`src/rtl/pixel_cfg_pkg.sv`:
```
`default_nettype none
// ============================================================================
// Module      : pixel_cfg_pkg
// Description : Shared types and constants for the pixel configuration path.
// Revision    : 1.0 - initial release
// ============================================================================
package pixel_cfg_pkg;

    localparam int c_def_data_w = 32;
    localparam int c_def_words  = 4;

    typedef enum logic [2:0] {
        ST_IDLE      = 3'd0,
        ST_FILL      = 3'd1,
        ST_SHIFT     = 3'd2,
        ST_WAIT_RISE = 3'd3,
        ST_LOAD      = 3'd4,
        ST_FINISH    = 3'd5
    } state_t;

    // Width of a counter that must hold values 0..n inclusive.
    function automatic int cnt_w(input int n);
        return (n < 1) ? 1 : $clog2(n + 1);
    endfunction

endpackage
`default_nettype wire

```
`src/rtl/pixel_cfg_edge_det.sv`:
```
`default_nettype none
// ============================================================================
// Module      : pixel_cfg_edge_det
// Description : Synchronizes div_clk into clkin and emits rise/fall pulses.
// Revision    : 1.0 - initial release
// ============================================================================
import pixel_cfg_pkg::*;

module pixel_cfg_edge_det #(
    parameter int SYNC_STAGES = 2
) (
    input  logic clkin,
    input  logic rst,
    input  logic div_clk,
    output logic rise_ev,
    output logic fall_ev
);

    logic [SYNC_STAGES-1:0] r_sync;
    logic                   r_prev;

    always_ff @(posedge clkin) begin
        if (!rst) begin
            r_sync <= '0;
            r_prev <= 1'b0;
        end else begin
            r_sync <= {r_sync[SYNC_STAGES-2:0], div_clk};
            r_prev <= r_sync[SYNC_STAGES-1];
        end
    end

    assign rise_ev =  r_sync[SYNC_STAGES-1] & ~r_prev;
    assign fall_ev = ~r_sync[SYNC_STAGES-1] &  r_prev;

endmodule
`default_nettype wire

```
`src/rtl/pixel_cfg_serializer.sv`:
```
`default_nettype none
// ============================================================================
// Module      : pixel_cfg_serializer
// Description : Shifts a WORDS x DATA_W config frame out MSB first on div_clk
//               falling edges, then strobes cfg_load. Optional readback of the
//               matrix shift chain is enabled by macro CFG_READBACK_EN.
// Revision    : 1.0 - initial release
// ============================================================================
import pixel_cfg_pkg::*;

module pixel_cfg_serializer #(
    parameter int DATA_W      = c_def_data_w,
    parameter int WORDS       = c_def_words,
    parameter int SYNC_STAGES = 2
) (
    input  logic              clkin,
    input  logic              rst,
    input  logic              div_clk,
    input  logic              start,
    input  logic [DATA_W-1:0] wr_data,
    input  logic              wr_valid,
    output logic              wr_ready,
    output logic              cfg_sdata,
    output logic              cfg_load,
    output logic              busy,
    output logic              done,
`ifdef CFG_READBACK_EN
    input  logic              cfg_sdin,
    output logic [DATA_W-1:0] rb_data,
    output logic              rb_valid,
`endif
    output logic              err
);

    localparam int c_bit_w  = cnt_w(DATA_W);
    localparam int c_word_w = cnt_w(WORDS);

    state_t              r_state, w_next_state;
    logic                w_rise, w_fall;
    logic [DATA_W-1:0]   r_shreg, r_nbuf, w_shifted;
    logic                r_nbuf_full;
    logic [c_bit_w-1:0]  r_bit_cnt;
    logic [c_word_w-1:0] r_words_req, r_words_sent;
    logic                r_sdata, r_load, r_busy, r_done, r_err;
    logic                w_hs, w_last_bit, w_more;
    logic                w_begin, w_load_word, w_shift, w_underrun;
    logic                w_load_set, w_load_clr, w_finish;

    pixel_cfg_edge_det #(
        .SYNC_STAGES(SYNC_STAGES)
    ) u_edge_det (
        .clkin   (clkin),
        .rst     (rst),
        .div_clk (div_clk),
        .rise_ev (w_rise),
        .fall_ev (w_fall)
    );

    assign wr_ready   = r_busy & ~r_nbuf_full & (r_words_req < c_word_w'(WORDS));
    assign w_hs       = wr_valid & wr_ready;
    assign w_last_bit = (r_bit_cnt == c_bit_w'(DATA_W));
    assign w_more     = (r_words_sent != c_word_w'(WORDS));
    assign w_shifted  = r_shreg << 1;

    always_ff @(posedge clkin) begin
        if (!rst) r_state <= ST_IDLE;
        else      r_state <= w_next_state;
    end

    always_comb begin
        w_next_state = r_state;
        case (r_state)
            ST_IDLE:      if (start) w_next_state = ST_FILL;
            ST_FILL:      if (r_nbuf_full && w_fall) w_next_state = ST_SHIFT;
            ST_SHIFT: begin
                // The final bit needs no further fall; its sampling rise is awaited next.
                if (w_last_bit && !w_more)                    w_next_state = ST_WAIT_RISE;
                else if (w_last_bit && w_fall && !r_nbuf_full) w_next_state = ST_FINISH;
            end
            ST_WAIT_RISE: if (w_rise) w_next_state = ST_LOAD;
            ST_LOAD:      if (w_fall && r_load) w_next_state = ST_FINISH;
            ST_FINISH:    w_next_state = ST_IDLE;
            default:      w_next_state = ST_IDLE;
        endcase
    end

    always_comb begin
        w_begin     = (r_state == ST_IDLE) & start;
        w_load_word = ((r_state == ST_FILL) & r_nbuf_full & w_fall) |
                      ((r_state == ST_SHIFT) & w_last_bit & w_more & w_fall & r_nbuf_full);
        w_shift     = (r_state == ST_SHIFT) & w_fall & ~w_last_bit;
        w_underrun  = (r_state == ST_SHIFT) & w_last_bit & w_more & w_fall & ~r_nbuf_full;
        w_load_set  = (r_state == ST_LOAD) & w_fall & ~r_load;
        w_load_clr  = (r_state == ST_LOAD) & w_fall &  r_load;
        w_finish    = (r_state == ST_FINISH);
    end

    always_ff @(posedge clkin) begin
        if (!rst) begin
            r_shreg      <= '0;
            r_nbuf       <= '0;
            r_nbuf_full  <= 1'b0;
            r_bit_cnt    <= '0;
            r_words_req  <= '0;
            r_words_sent <= '0;
            r_sdata      <= 1'b0;
            r_load       <= 1'b0;
            r_busy       <= 1'b0;
            r_done       <= 1'b0;
            r_err        <= 1'b0;
        end else begin
            r_done <= w_finish;
            if (w_hs) begin
                r_nbuf      <= wr_data;
                r_nbuf_full <= 1'b1;
                r_words_req <= r_words_req + c_word_w'(1);
            end
            if (w_begin) begin
                r_busy       <= 1'b1;
                r_err        <= 1'b0;
                r_nbuf_full  <= 1'b0;
                r_bit_cnt    <= '0;
                r_words_req  <= '0;
                r_words_sent <= '0;
            end
            if (w_load_word) begin
                r_shreg      <= r_nbuf;
                r_sdata      <= r_nbuf[DATA_W-1];
                r_nbuf_full  <= 1'b0;
                r_bit_cnt    <= c_bit_w'(1);
                r_words_sent <= r_words_sent + c_word_w'(1);
            end
            if (w_shift) begin
                r_shreg   <= w_shifted;
                r_sdata   <= w_shifted[DATA_W-1];
                r_bit_cnt <= r_bit_cnt + c_bit_w'(1);
            end
            if (w_underrun) begin
                r_err   <= 1'b1;
                r_sdata <= 1'b0;
            end
            if (w_load_set) r_load <= 1'b1;
            if (w_load_clr) r_load <= 1'b0;
            if (w_finish) begin
                r_sdata     <= 1'b0;
                r_busy      <= 1'b0;
                r_nbuf_full <= 1'b0;
            end
        end
    end

    assign cfg_sdata = r_sdata;
    assign cfg_load  = r_load;
    assign busy      = r_busy;
    assign done      = r_done;
    assign err       = r_err;

`ifdef CFG_READBACK_EN
    logic [DATA_W-1:0]  r_rb_sh, r_rb_data, w_rb_next;
    logic [c_bit_w-1:0] r_rb_cnt;
    logic               r_rb_valid, w_rb_sample;

    assign w_rb_sample = w_rise & ((r_state == ST_SHIFT) | (r_state == ST_WAIT_RISE));
    assign w_rb_next   = (r_rb_sh << 1) | DATA_W'(cfg_sdin);

    always_ff @(posedge clkin) begin
        if (!rst) begin
            r_rb_sh    <= '0;
            r_rb_data  <= '0;
            r_rb_cnt   <= '0;
            r_rb_valid <= 1'b0;
        end else begin
            r_rb_valid <= 1'b0;
            if (w_begin) r_rb_cnt <= '0;
            if (w_rb_sample) begin
                r_rb_sh <= w_rb_next;
                if (r_rb_cnt == c_bit_w'(DATA_W - 1)) begin
                    r_rb_data  <= w_rb_next;
                    r_rb_valid <= 1'b1;
                    r_rb_cnt   <= '0;
                end else begin
                    r_rb_cnt <= r_rb_cnt + c_bit_w'(1);
                end
            end
        end
    end

    assign rb_data  = r_rb_data;
    assign rb_valid = r_rb_valid;
`endif

endmodule
`default_nettype wire

```
`config.mk`:
```
export PLATFORM = sky130hd
export DESIGN_NAME = pixel_cfg_serializer
export DESIGN_NICKNAME = d
export VERILOG_FILES = /design/src/rtl/pixel_cfg_pkg.sv /design/src/rtl/pixel_cfg_edge_det.sv /design/src/rtl/pixel_cfg_serializer.sv
export SDC_FILE = /design/constraint.sdc
export NUM_CORES = 1
export LEC_CHECK = 0
export CORE_ASPECT_RATIO = 0.5
export CORE_MARGIN = 1.5
export CORE_UTILIZATION = 50
export DETAILED_ROUTE_END_ITERATION = 6
export PLACE_DENSITY = 0.72
export SYNTH_ARGS = -nofsm -noshare
export SYNTH_HDL_FRONTEND = slang
export SYNTH_SLANG_ARGS = --single-unit
```
`constraint.sdc`:
```
create_clock -name clkin -period 2.2 [get_ports clkin]
set_input_delay 0.33 -clock clkin [delete_from_list [all_inputs] [get_ports clkin]]
set_output_delay 0.33 -clock clkin [all_outputs]
set_load 0.02 [all_outputs]
```
After elaboration in Yosys (flattened, before gate mapping)
Index checks and enable logic that the tools add are counted.
Storage, ports and cells
  flip-flop bits (word level): 87
  word-level logic and storage cells: 93
  output and inout port bits: 6
  input port bits: 37
Cells by class
  bitwise operators: 25
  multiplexer cells: 18
  $lt $le $gt $ge: 1
  eq/ne operators: 12
  $add $sub $neg: 3
  reduce and logical (&&, ||, !) cells: 19
Operator list (count)
  2-to-1 mux 31 bit: 2
  2-to-1 mux 3 bit: 8
  AND 1 bit: 18
  2-to-1 mux 6 bit: 3
  one-hot mux 3 bit (5 select lines): 1
  OR reduction 2 bit: 4
  adder 3 x 1 -> 3 bit (second input constant): 2
  adder 6 x 1 -> 6 bit (second input constant): 1
  == test 3 x 2 -> 1 bit (second input constant): 2
  == test 3 bit (second input constant): 2
  == test 6 bit (second input constant): 1
  != test 2 bit (second input constant): 3
  != test 3 bit (second input constant): 2
  NOT 1 bit: 6
  nonzero test 2 bit: 3
  logical AND 1 bit: 5
  AND reduction 5 bit: 1
  2-to-1 mux 1 bit: 4
  OR reduction 4 bit: 1
  == test 3 x 1 -> 1 bit (second input constant): 1
  zero test 3 bit: 1
  less-than comparator 3 bit (second input constant): 1
  nonzero test 3 bit: 1
  OR reduction 3 bit: 1
  3 further kinds: 4

Depth between registers and ports, before layout
Gate-level depths: netlist (run 1).
  word-level depth: 8
  mapped depth: 9
  depth with buffers taken out: 7

Modules after synthesis
A second synthesis (run 1) with hierarchy kept.
Second synthesis, totals
  cells, all modules: 460
  area total of the unflattened synthesis: 3915.0 µm²
By module, submodules not included
  pixel_cfg_serializer: cells each 452, sequential area each 1681.6 µm², times used 1, area an instance 3823.7 µm²
  pixel_cfg_edge_det: cells each 8, sequential area each 60.1 µm², times used 1, area an instance 91.3 µm²

Least setup slack after synthesis (run 1)
No wires, ideal clock.
  path type: flip-flop to flip-flop
  start point: register r_busy (netlist: busy)
  end point: register r_nbuf[26]
  path slack: 0.202 ns
  buffers on the path: 2
  arrival time: 1.928 ns
  required time: 2.129 ns
  setup time: 0.071 ns
  cell stages (with the launch flop): 8
  period minus slack after synthesis: 1.998 ns
  cells stage by stage: dfxtp_1 > inv_1 > nor3_1 > and2_1 > buf_2 > buf_1 > nand2_1 > a21oi_1
On the way
  word-level cells in the longest chain between the ends: 3
Ends and longest elaborated chain
  start, declared: RTL line pixel_cfg_serializer.sv:44  | logic r_sdata, r_load, r_busy, r_done, r_err;
  start signal, assigned: RTL line pixel_cfg_serializer.sv:108  | r_busy <= 1'b0;
  start signal, assigned: RTL line pixel_cfg_serializer.sv:119  | r_busy <= 1'b1;
  start signal, assigned: RTL line pixel_cfg_serializer.sv:146  | r_busy <= 1'b0;
  AND 1 bit (2 in a row): RTL line pixel_cfg_serializer.sv:59  | assign wr_ready = r_busy & ~r_nbuf_full & (r_words_req < c_word_w'(WORDS));
  net wr_ready: RTL line pixel_cfg_serializer.sv:22  | output logic wr_ready,
  AND 1 bit: RTL line pixel_cfg_serializer.sv:60  | assign w_hs = wr_valid & wr_ready;
  end signal, assigned: RTL line pixel_cfg_serializer.sv:114  | r_nbuf <= wr_data;
  end, declared: RTL line pixel_cfg_serializer.sv:40  | logic [DATA_W-1:0] r_shreg, r_nbuf, w_shifted;
The timed path passes the listed nets, and every way through them passes these cells.
A chain may end at the register's enable or synchronous reset.

Final worst setup path (run 1)
  start point: register r_busy (netlist: busy)
  end point: output port wr_ready
On the way
  word-level cells in the longest chain between the ends: 2
Ends and longest elaborated chain (RTL line)
  AND 1 bit (2 in a row): pixel_cfg_serializer.sv:59
  end, declared: pixel_cfg_serializer.sv:22
Every way passes these cells.

==> flow_metrics.py, run 1 <==
metrics = {
    "outcome": {
        "outcome": "completed",
    },
    "grt": {
        "grt_max_degree": 48,
        "overflow": 0,
        "grt_pass1_vias": 3125,
        "track_usage": 0.219,
        "grt_pass1_wl_um": 14300,
        "grt_antenna_before_repair": 0,
    },
    "hold_path": {
        "worstHoldPathType": "reg2reg",
        "min-delay-start": "u_edge_det.r_sync[0]",
        "whs_path_depth": 1,
        "min_to": "u_edge_det.r_sync[1]",
    },
    "synth": {
        "yosysSeqAreaShare": 0.464,
        "ys.flop_type": "dfxtp_1",
        "postSynthCellCount": 431,
        "synth_area_leader_cell": "dfxtp_1",
        "synth_warnings": 0,
        "synthesis.area_um2": 3750,
        "syn-num-nets": 473,
        "yosys.cell_count.top_type": "dfxtp_1",
        "synthArstFlopShare": 0,
        "synth.top_cells.by_count": "dfxtp_1 (87), nand2_1 (80), a21oi_1 (76)",
        "avgSynthCellArea_um2": 8.71,
        "synth_top_area_frac": 0.464,
        "synth.distinct_cells": 46,
        "synth_edf_count": 0,
        "ys_top_cells_by_area": "dfxtp_1 (46%), a21oi_1 (10%), nand2_1 (8.0%), a22o_1 (7.2%), o2bb2ai_1 (7.0%)",
        "ys_seq_elements": 87,
    },
    "drt": {
        "final_antenna_net_count": 0,
        "drc": 0,
        "drtIter0Drc": 224,
        "routedWlPerCell_um": 14.6,
        "met2WireLength_um": 3770,
        "vias": 3260,
        "drt-vias-per-instance": 5.80,
        "wl_met1_um": 3840,
        "wl_met3_um": 540,
        "wirelength_um": 8230,
        "top_layer": "met4",
        "first_pass_iters": 4,
    },
    "finish": {
        "fin_area_um2": 4560,
        "nNetsFinal": 503,
        "fin_util": 0.625,
        "n_antenna_cell": 0,
        "drive_gt1_frac": 0.0730,
        "syn2layout_area_growth_pct": 21.5,
    },
    "critical_path": {
        "rr_startpoint": "r_state[1]",
        "endpoint_kind": "output pin",
        "crit_type": "reg2out",
        "cp-start-kind": "register",
        "r2r_cells": 6,
        "r2r_setup_slack_ns": 0.30,
        "cp.required_ns": 1.87,
        "worstPathArrival_ns": 1.67,
        "critical_path.reg2reg.endpoint": "r_shreg[29]",
        "cp_max_fo": 3,
    },
    "floorplanning": {
        "initial_utilization": 0.515,
        "die_w_um": 126,
        "die_y_um": 64.3,
        "core_area_um2": 7290,
        "rows": 22,
        "dieArea_um2": 8070,
        "pin_count": 43,
    },
    "timing": {
        "finalHoldViolations": 0,
        "finalSetupTns_ns": 0,
        "max_slew_margin": 0.692,
        "max_freq_ghz": 0.500,
        "final.min_clock_period_ns": 2.00,
        "setup_violations": 0,
        "rsz0062_at_grt": "false",
        "worst_slew_pin_slew_ns": 0.457,
        "slew_violations": 0,
        "finalClockSkew_ns": 0.00721,
        "min_period_over_period": 0.910,
    },
    "clock_network": {
        "tritoncts": "built",
        "cts.clk_slew.worst_paths_ns": 0.06,
        "clock_latency_ns": 0.34,
        "cts_setup_buffers": 0,
        "clk_path_buf_depth": 2,
        "cts_hold_repair.buffers": 0,
        "cts_sinks": 87,
        "htree_levels": 3,
        "post_cts_resized": 0,
        "cts_made_buffers": 9,
        "cts_root_buffer": "clkbuf_16",
    },
    "power": {
        "power.total_mw": 3.81,
        "vdd_drop_max_mv": 0.472,
        "cellPowerDensity_nw_per_um2": 836,
        "leakage_nw": 1.55,
    },
    "place": {
        "dp_hpwl_um": 5340,
        "place_area_um2": 4260,
        "port_buffers": 42,
        "place.gp.congestion": 0.832,
    },
    "flow_run": {
        "max_cap_violations": 0,
    },
}
## logic make-up (layout without fill, tap and decap cells)
family | Yosys count | after routing | synth area share
compound gates | 157 | 157 | 0.291
xor+xnor | 2 | 2 | 0.00467
simple gates | 135 | 135 | 0.164
buf+inv | 43 | 78 | 0.0547
flops | 87 | 87 | 0.464
mux | 2 | 2 | 0.00533
fa+ha+maj | 5 | 5 | 0.0167
## power by group
group | switching (mW) | internal [mW]
Sequential | 0.0920 | 1.66
Clock | 0.630 | 0.919
Combinational | 0.294 | 0.222
Total | 1.02 | 2.80
## state kept, by name, summed over array words and instances, names as in the netlist
name               flops
r_words_req            3
done                   1
r_nbuf                32
err                    1
cfg_sdata              1
u_edge_det.r_prev      1
r_nbuf_full            1
r_shreg               31
cfg_load               1
busy                   1
r_words_sent           3
u_edge_det.r_sync      2
r_bit_cnt              6
r_state                3
## metrics by stage
| stage | worst slack, ns | cells | hold slack, ns |
|---|---|---|---|
| after CTS | 0.164 | 562 | 0.449 |
| after global placement | 0.390 | 546 | 0.424 |
| final | 0.199 | 562 | 0.447 |
| after detailed placement | 0.334 | 546 | 0.431 |
| after floorplan | 0.202 | 431 | 0.412 |
| after global routing | 0.119 | 562 | 0.474 |
## final cells by class
class,instances,area [um^2]
well taps,96,120
multi-input cells,301,1820
clock inverters,5,62.6
clock buffers,11,243
inverters,9,33.8
fillers,617,2730
flip-flops and latches,87,1740
repair buffers,53,541
## critical path, stage by stage, from the launching register on
cell	delay, ns
dfxtp_1	0.33
inv_1	0.05
nor3_1	0.29
clkdlybuf4s50_1	0.67
## cell usage in the layout, fill, tap and decap left out, drive strengths merged, types with 2 or more instances in the layout
cell / netlist / layout
and3: 2 / 2
dfxtp: 87 / 87
nand2b: 5 / 5
clkdlybuf4s50: 0 / 42
nand2: 80 / 80
a211oi: 2 / 2
buf: 19 / 11
mux2i: 2 / 2
o21ai: 3 / 3
and2: 6 / 6
a31oi: 3 / 3
nor2: 15 / 15
o2bb2ai: 30 / 30
nand3b: 2 / 2
a221oi: 2 / 2
nor4: 2 / 2
a22o: 31 / 31
nand3: 6 / 6
or3: 2 / 2
a21oi: 76 / 76
nor3: 8 / 8
clkbuf: 15 / 11
inv: 9 / 11
o31ai: 2 / 2
clkinvlp: 0 / 2
ha: 5 / 5
## layer usage
| metal | track usage | vias to the layer above |
|---|---|---|
| met5 | 0 | - |
| met4 | 0.0682 | 0 |
| met3 | 0.0787 | 10 |
| met2 | 0.361 | 96 |
| met1 | 0.269 | 1545 |
| li1 | - | 1609 |
## how the worst max path moves through the flow
stage,from,end,slack (ns),cells after the start
3_3_place_gp,r_state[2],r_shreg[10],0.39,6
6_report,busy,wr_ready,0.20,3
3_5_place_dp,r_state[1],r_shreg[8],0.33,6
2_1_floorplan,busy,r_nbuf[26],0.20,7
5_1_grt,busy,wr_ready,0.12,3
4_1_cts,busy,wr_ready,0.16,3
Power figures use the tool's default switching activity.
==> inputs of run 2 (changes only) <==
--- a/config.mk
+++ b/config.mk
@@ -9,6 +9,8 @@
 export CORE_MARGIN = 1.5
 export CORE_UTILIZATION = 50
 export DETAILED_ROUTE_END_ITERATION = 6
+export GPL_TIMING_DRIVEN = 0
+export HOLD_SLACK_MARGIN = 0.1
 export PLACE_DENSITY = 0.72
 export SYNTH_ARGS = -nofsm -noshare
 export SYNTH_HDL_FRONTEND = slang
==> run 2 against run 1 <==
Effect of this change:
- utilization rose by 0.26 points
- combinational power is 13% higher
- clock skew is 0.0037 ns lower
- total power down 3.7%
- setup slack worse by 0.041 ns
- critical endpoint is now r_shreg[2]
- non-clock buffer count up 23
- design area increased by 0.41%
- register-to-register slack worse by 0.14 ns
- via count grew 0.49%
- wire length rose by 0.13%
- cell count is 4.1% higher
==> flow_metrics.py, run 2 (synthesis gave the netlist of run 1 again) <==
metrics = {
    "outcome": {
        "outcome": "completed",
    },
    "hold_path": {
        "min-delay-start": "u_edge_det.r_sync[0]",
        "worstHoldPathType": "reg2reg",
        "min_to": "u_edge_det.r_sync[1]",
        "whs_path_depth": 1,
    },
    "critical_path": {
        "cp-start-kind": "register",
        "crit_type": "reg2reg",
        "endpoint_kind": "register",
        "r2r_setup_slack_ns": 0.16,
        "critical_path.reg2reg.endpoint": "r_shreg[2]",
        "cp_max_fo": 10,
        "r2r_cells": 9,
        "worstPathArrival_ns": 2.31,
        "cp.required_ns": 2.47,
        "rr_startpoint": "r_bit_cnt[0]",
    },
    "finish": {
        "regMostFlops": "r_nbuf",
        "drive_gt1_frac": 0.0757,
        "n_antenna_cell": 0,
        "fin_area_um2": 4580,
        "layout_commonest_cell": "dfxtp_1",
        "top_regs": "r_nbuf x32, r_shreg x31, r_bit_cnt x6",
        "nNetsFinal": 526,
        "final_cell_mix": "dfxtp_1 (87), nand2_1 (80), a21oi_1 (76), clkdlybuf4s50_1 (42), a22o_1 (31)",
        "syn2layout_area_growth_pct": 22.0,
        "largest_reg_flops": 32,
    },
    "grt": {
        "grt_pass1_vias": 2925,
        "track_usage": 0.224,
        "grt_max_degree": 14,
        "overflow": 0,
        "grt_pass1_wl_um": 14200,
        "grt_antenna_before_repair": 0,
    },
    "drt": {
        "drc": 0,
        "first_pass_iters": 5,
        "final_antenna_net_count": 0,
        "drtIter0Drc": 223,
        "wirelength_um": 8240,
        "drt-vias-per-instance": 5.60,
        "vias": 3276,
        "routedWlPerCell_um": 14.1,
    },
    "power": {
        "power.internal_mw": 2.66,
        "cellPowerDensity_nw_per_um2": 802,
        "switching_power_mw": 1.01,
        "leakage_nw": 1.57,
        "power_frac_seq": 0.467,
        "clockPowerShare": 0.374,
        "p_comb_frac": 0.159,
        "netSwitchingFraction": 0.275,
        "vdd_drop_max_mv": 0.445,
    },
    "flow_run": {
        "max_cap_violations": 0,
    },
    "timing": {
        "rsz0062_at_grt": "false",
        "max_slew_margin": 0.618,
        "worst_slew_pin_slew_ns": 0.574,
        "final.min_clock_period_ns": 2.04,
        "finalSetupTns_ns": 0,
        "max_freq_ghz": 0.490,
        "slew_violations": 0,
        "min_period_over_period": 0.928,
        "finalClockSkew_ns": 0.00347,
        "setup_violations": 0,
        "finalHoldViolations": 0,
    },
    "floorplanning": {
        "dieArea_um2": 8070,
        "initial_utilization": 0.515,
        "pin_count": 43,
        "rows": 22,
        "core_area_um2": 7290,
        "die_w_um": 126,
        "die_y_um": 64.3,
    },
    "place": {
        "place_area_um2": 4290,
        "place.gp.congestion": 0.857,
        "dp_hpwl_um": 5600,
        "port_buffers": 42,
    },
    "clock_network": {
        "tritoncts": "built",
        "cts_sinks": 87,
        "cts_root_buffer": "clkbuf_16",
        "cts_made_buffers": 9,
        "htree_levels": 3,
        "clk_path_buf_depth": 2,
        "clock_latency_ns": 0.35,
        "cts.clk_slew.worst_paths_ns": 0.06,
    },
}
run 2: cell types whose count changed in the layout (fill, tap and decap cells not counted), sizes merged:
cell and delta:
buf +8, bufinv -1, clkbuf +17, clkinv +1
inv -2
run 2: critical path: stages (launching register included):
cell	delay [ns]
dfxtp_1	0.38
inv_1	0.06
ha_1	0.21
and4bb_2	0.27
a211oi_2	0.35
buf_6	0.21
buf_6	0.15
a22o_1	0.13
a21oi_1	0.04
o2bb2ai_1	0.16
run 2: metal layers:
metal  global-route usage  vias to the layer above  routed length, um
met5                    0                        -                  0
li1                     -                     1662                  -
met2                0.319                       88               3330
met4               0.0838                        0                151
met3               0.0754                       16                499
met1                0.313                     1510               4250
run 2: power by group through the flow:
stage | sequential, mW | combinational, mW | clock (mW)
after floorplan | 1.74 | 0.383 | 0
after global placement | 1.75 | 0.572 | 0
after detailed placement | 1.75 | 0.577 | 0
after CTS | 1.71 | 0.578 | 1.41
after global routing | 1.73 | 0.663 | 1.49
final | 1.72 | 0.584 | 1.37
run 2: worst max-delay path by stage:
stage | from | to | slack (ns) | cells after the start
6_report | r_bit_cnt[0] | r_shreg[2] | 0.16 | 9
5_1_grt | r_bit_cnt[0] | r_shreg[22] | 0.02 | 8
4_1_cts | r_bit_cnt[0] | r_shreg[17] | 0.06 | 8
3_5_place_dp | r_bit_cnt[0] | r_shreg[23] | 0.09 | 8
3_3_place_gp | r_words_sent[0] | r_shreg[11] | 0.12 | 8
2_1_floorplan | busy | r_nbuf[26] | 0.20 | 7
run 2: timing repair:
action / CTS / global route
endpoints found under the hold margin: 0 / 0
hold buffers: 0 / 0
gates resized for setup: 0 / 6
buffers inserted: 0 / 0
setup endpoints to repair: 0 / 30
run 2: cell type report:
type / instances / area, um^2
plain buffers: 34 / 176
clock buffers: 13 / 240
clock inverters: 3 / 20.0
fillers: 676 / 2720
inverters: 9 / 33.8
multi-input cells: 301 / 1830
flip-flops and latches: 87 / 1740
well taps: 96 / 120
repair buffers: 42 / 420
run 2: per-stage QoR:
step	cells	setup WS [ns]	utilization	power [mW]	hold slack, ns
after floorplan	431	0.202	-	2.12	0.412
after global placement	569	0.115	0.589	2.32	0.432
after detailed placement	569	0.0871	0.589	2.33	0.429
after CTS	585	0.0563	0.624	3.70	0.451
after global routing	585	0.0242	0.628	3.88	0.471
final	585	0.158	0.628	3.67	0.448
==> inputs of run 3 (changes only) <==
--- a/config.mk
+++ b/config.mk
@@ -11,7 +11,7 @@
 export DETAILED_ROUTE_END_ITERATION = 6
 export GPL_TIMING_DRIVEN = 0
 export HOLD_SLACK_MARGIN = 0.1
-export PLACE_DENSITY = 0.72
+export PLACE_DENSITY = 0.68
 export SYNTH_ARGS = -nofsm -noshare
 export SYNTH_HDL_FRONTEND = slang
 export SYNTH_SLANG_ARGS = --single-unit
==> constraint.sdc (replaced) <==
create_clock -name clkin -period 2.2 [get_ports clkin]
set_input_delay 0.44 -clock clkin [delete_from_list [all_inputs] [get_ports clkin]]
set_output_delay 0.44 -clock clkin [all_outputs]
set_load 0.02 [all_outputs]
==> run 3 against run 2 <==
Effect of this change:
- design area is 1.1% higher
- clock skew is 0.0043 ns higher
- worst hold slack worse by 0.016 ns
- highest routed layer unchanged
- utilization is 0.69 points higher
- fmax is 2.3% lower
- cell count stayed put
- flip-flop and latch count stayed put
- wire length is 5.7% higher
==> flow_metrics.py, run 3 (synthesis gave the netlist of run 1 again) <==
metrics = {
    "outcome": {
        "outcome": "completed",
    },
    "timing": {
        "setup_violations": 0,
        "rsz0062_at_grt": "false",
        "min_period_over_period": 0.949,
        "final.min_clock_period_ns": 2.09,
        "max_slew_margin": 0.613,
        "hold_slack_ns": 0.432,
        "slew_violations": 0,
        "max_freq_ghz": 0.479,
        "worst_slew_pin_slew_ns": 0.580,
        "finalHoldViolations": 0,
        "finalClockSkew_ns": 0.00782,
        "finalSetupTns_ns": 0,
    },
    "clock_network": {
        "cts_made_buffers": 9,
        "tritoncts": "built",
        "htree_levels": 3,
        "cts_root_buffer": "clkbuf_16",
        "clk_path_buf_depth": 2,
        "clock_latency_ns": 0.34,
        "cts_sinks": 87,
        "cts_hold_repair.buffers": 0,
        "cts.clk_slew.worst_paths_ns": 0.06,
    },
    "flow_run": {
        "max_cap_violations": 0,
    },
    "grt": {
        "grt_pass1_wl_um": 14800,
        "grt_pass1_vias": 3193,
        "track_usage": 0.229,
        "grt_antenna_before_repair": 0,
        "overflow": 0,
        "grt_max_degree": 16,
    },
    "critical_path": {
        "startpoint": "r_bit_cnt[0]",
        "cp-start-kind": "register",
        "crit_end": "r_shreg[3]",
        "crit_family": "compound AO/OA/AOI/OAI gates",
        "crit_type": "reg2reg",
        "crit_path_max_incr_delay_ns": 0.39,
        "critical_path_depth": 9,
        "slowest_stage": "dfxtp_1",
        "cp_max_fo": 10,
        "worstPathArrival_ns": 2.36,
        "cp.required_ns": 2.47,
        "crit_chain": "inv_1 > ha_1 > and4bb_2 > a211oi_2 > buf_4 > buf_6 > a22o_1 > a21oi_1 > o2bb2ai_1",
        "rr_startpoint": "r_bit_cnt[0]",
        "r2r_cells": 9,
        "critical_path.reg2reg.endpoint": "r_shreg[3]",
        "critPathBufInv": 3,
        "endpoint_kind": "register",
        "r2r_setup_slack_ns": 0.11,
    },
    "finish": {
        "drive_gt1_frac": 0.0798,
        "top_regs": "r_nbuf x32, r_shreg x31, r_bit_cnt x6",
        "n_antenna_cell": 0,
        "final_cell_mix": "dfxtp_1 (87), nand2_1 (80), a21oi_1 (76), clkdlybuf4s50_1 (41), a22o_1 (31)",
        "syn2layout_area_growth_pct": 23.3,
        "layout_commonest_cell": "dfxtp_1",
        "nNetsFinal": 526,
        "layout.cells.non_filler": 585,
        "regMostFlops": "r_nbuf",
        "largest_reg_flops": 32,
    },
    "floorplanning": {
        "pin_count": 43,
        "core_area_um2": 7290,
        "dieArea_um2": 8070,
        "die_w_um": 126,
        "die_y_um": 64.3,
        "initial_utilization": 0.515,
        "rows": 22,
    },
    "drt": {
        "routedWlPerCell_um": 14.9,
        "drt-vias-per-instance": 5.71,
        "drtIter0Drc": 223,
        "vias": 3343,
        "first_pass_iters": 4,
        "final_antenna_net_count": 0,
        "drc": 0,
        "wirelength_um": 8710,
    },
    "power": {
        "leakage_nw": 1.60,
        "power.total_mw": 3.93,
        "cellPowerDensity_nw_per_um2": 848,
        "vdd_drop_max_mv": 0.453,
    },
    "place": {
        "placed_cells": 569,
        "place.gp.congestion": 0.861,
        "dp_hpwl_um": 6280,
        "port_buffers": 42,
    },
    "hold_path": {
        "worstHoldPathType": "reg2reg",
    },
}
==> run 3: final cells by class <==
class / count / area (um^2)
fillers: 626 / 2670
multi-input cells: 301 / 1820
flip-flops and latches: 87 / 1740
repair buffers: 42 / 419
clock buffers: 9 / 225
plain buffers: 34 / 171
well taps: 96 / 120
clock inverters: 7 / 97.6
inverters: 9 / 33.8
==> run 3: what timing repair did <==
action,CTS,global route
buffers inserted,0,0
cloned,0,0
gates resized for setup,1,2
endpoints found under the setup margin,1,30
==> run 3: metrics by stage <==
stage          worst slack, ns  utilization  instance area [um^2]
3_5_place_dp           -0.0570        0.589                  4290
6_report                 0.111        0.635                  4630
5_1_grt                0.00215        0.635                  4630
3_3_place_gp           0.00362        0.589                  4290
2_1_floorplan            0.202            -                  3750
4_1_cts                 0.0388        0.633                  4620
==> run 3: worst min-delay path by stage <==
stage	start	endpoint	slack [ns]	cells past startpoint
after floorplan	u_edge_det.r_sync[0]	u_edge_det.r_sync[1]	0.41	1
after global placement	u_edge_det.r_sync[0]	u_edge_det.r_sync[1]	0.43	1
after detailed placement	u_edge_det.r_sync[0]	u_edge_det.r_sync[1]	0.42	1
after CTS	u_edge_det.r_sync[0]	u_edge_det.r_sync[1]	0.44	1
after global routing	u_edge_det.r_sync[0]	u_edge_det.r_sync[1]	0.45	1
final	u_edge_det.r_sync[0]	u_edge_det.r_sync[1]	0.43	1
==> run 3: report_power, final <==
part	switching (mW)	internal, mW
Sequential	0.0601	1.66
Combinational	0.348	0.237
Clock	0.629	0.995
Total	1.04	2.89
==> run 3: metal layers <==
layer	wire [um]	part of all wire	vias to the layer above	global-route usage
met5	0	0	-	0
met1	4240	0.49	1606	0.301
li1	-	-	1655	-
met2	3980	0.46	72	0.372
met3	403	0.046	10	0.0620
met4	83	0.0095	0	0.0682
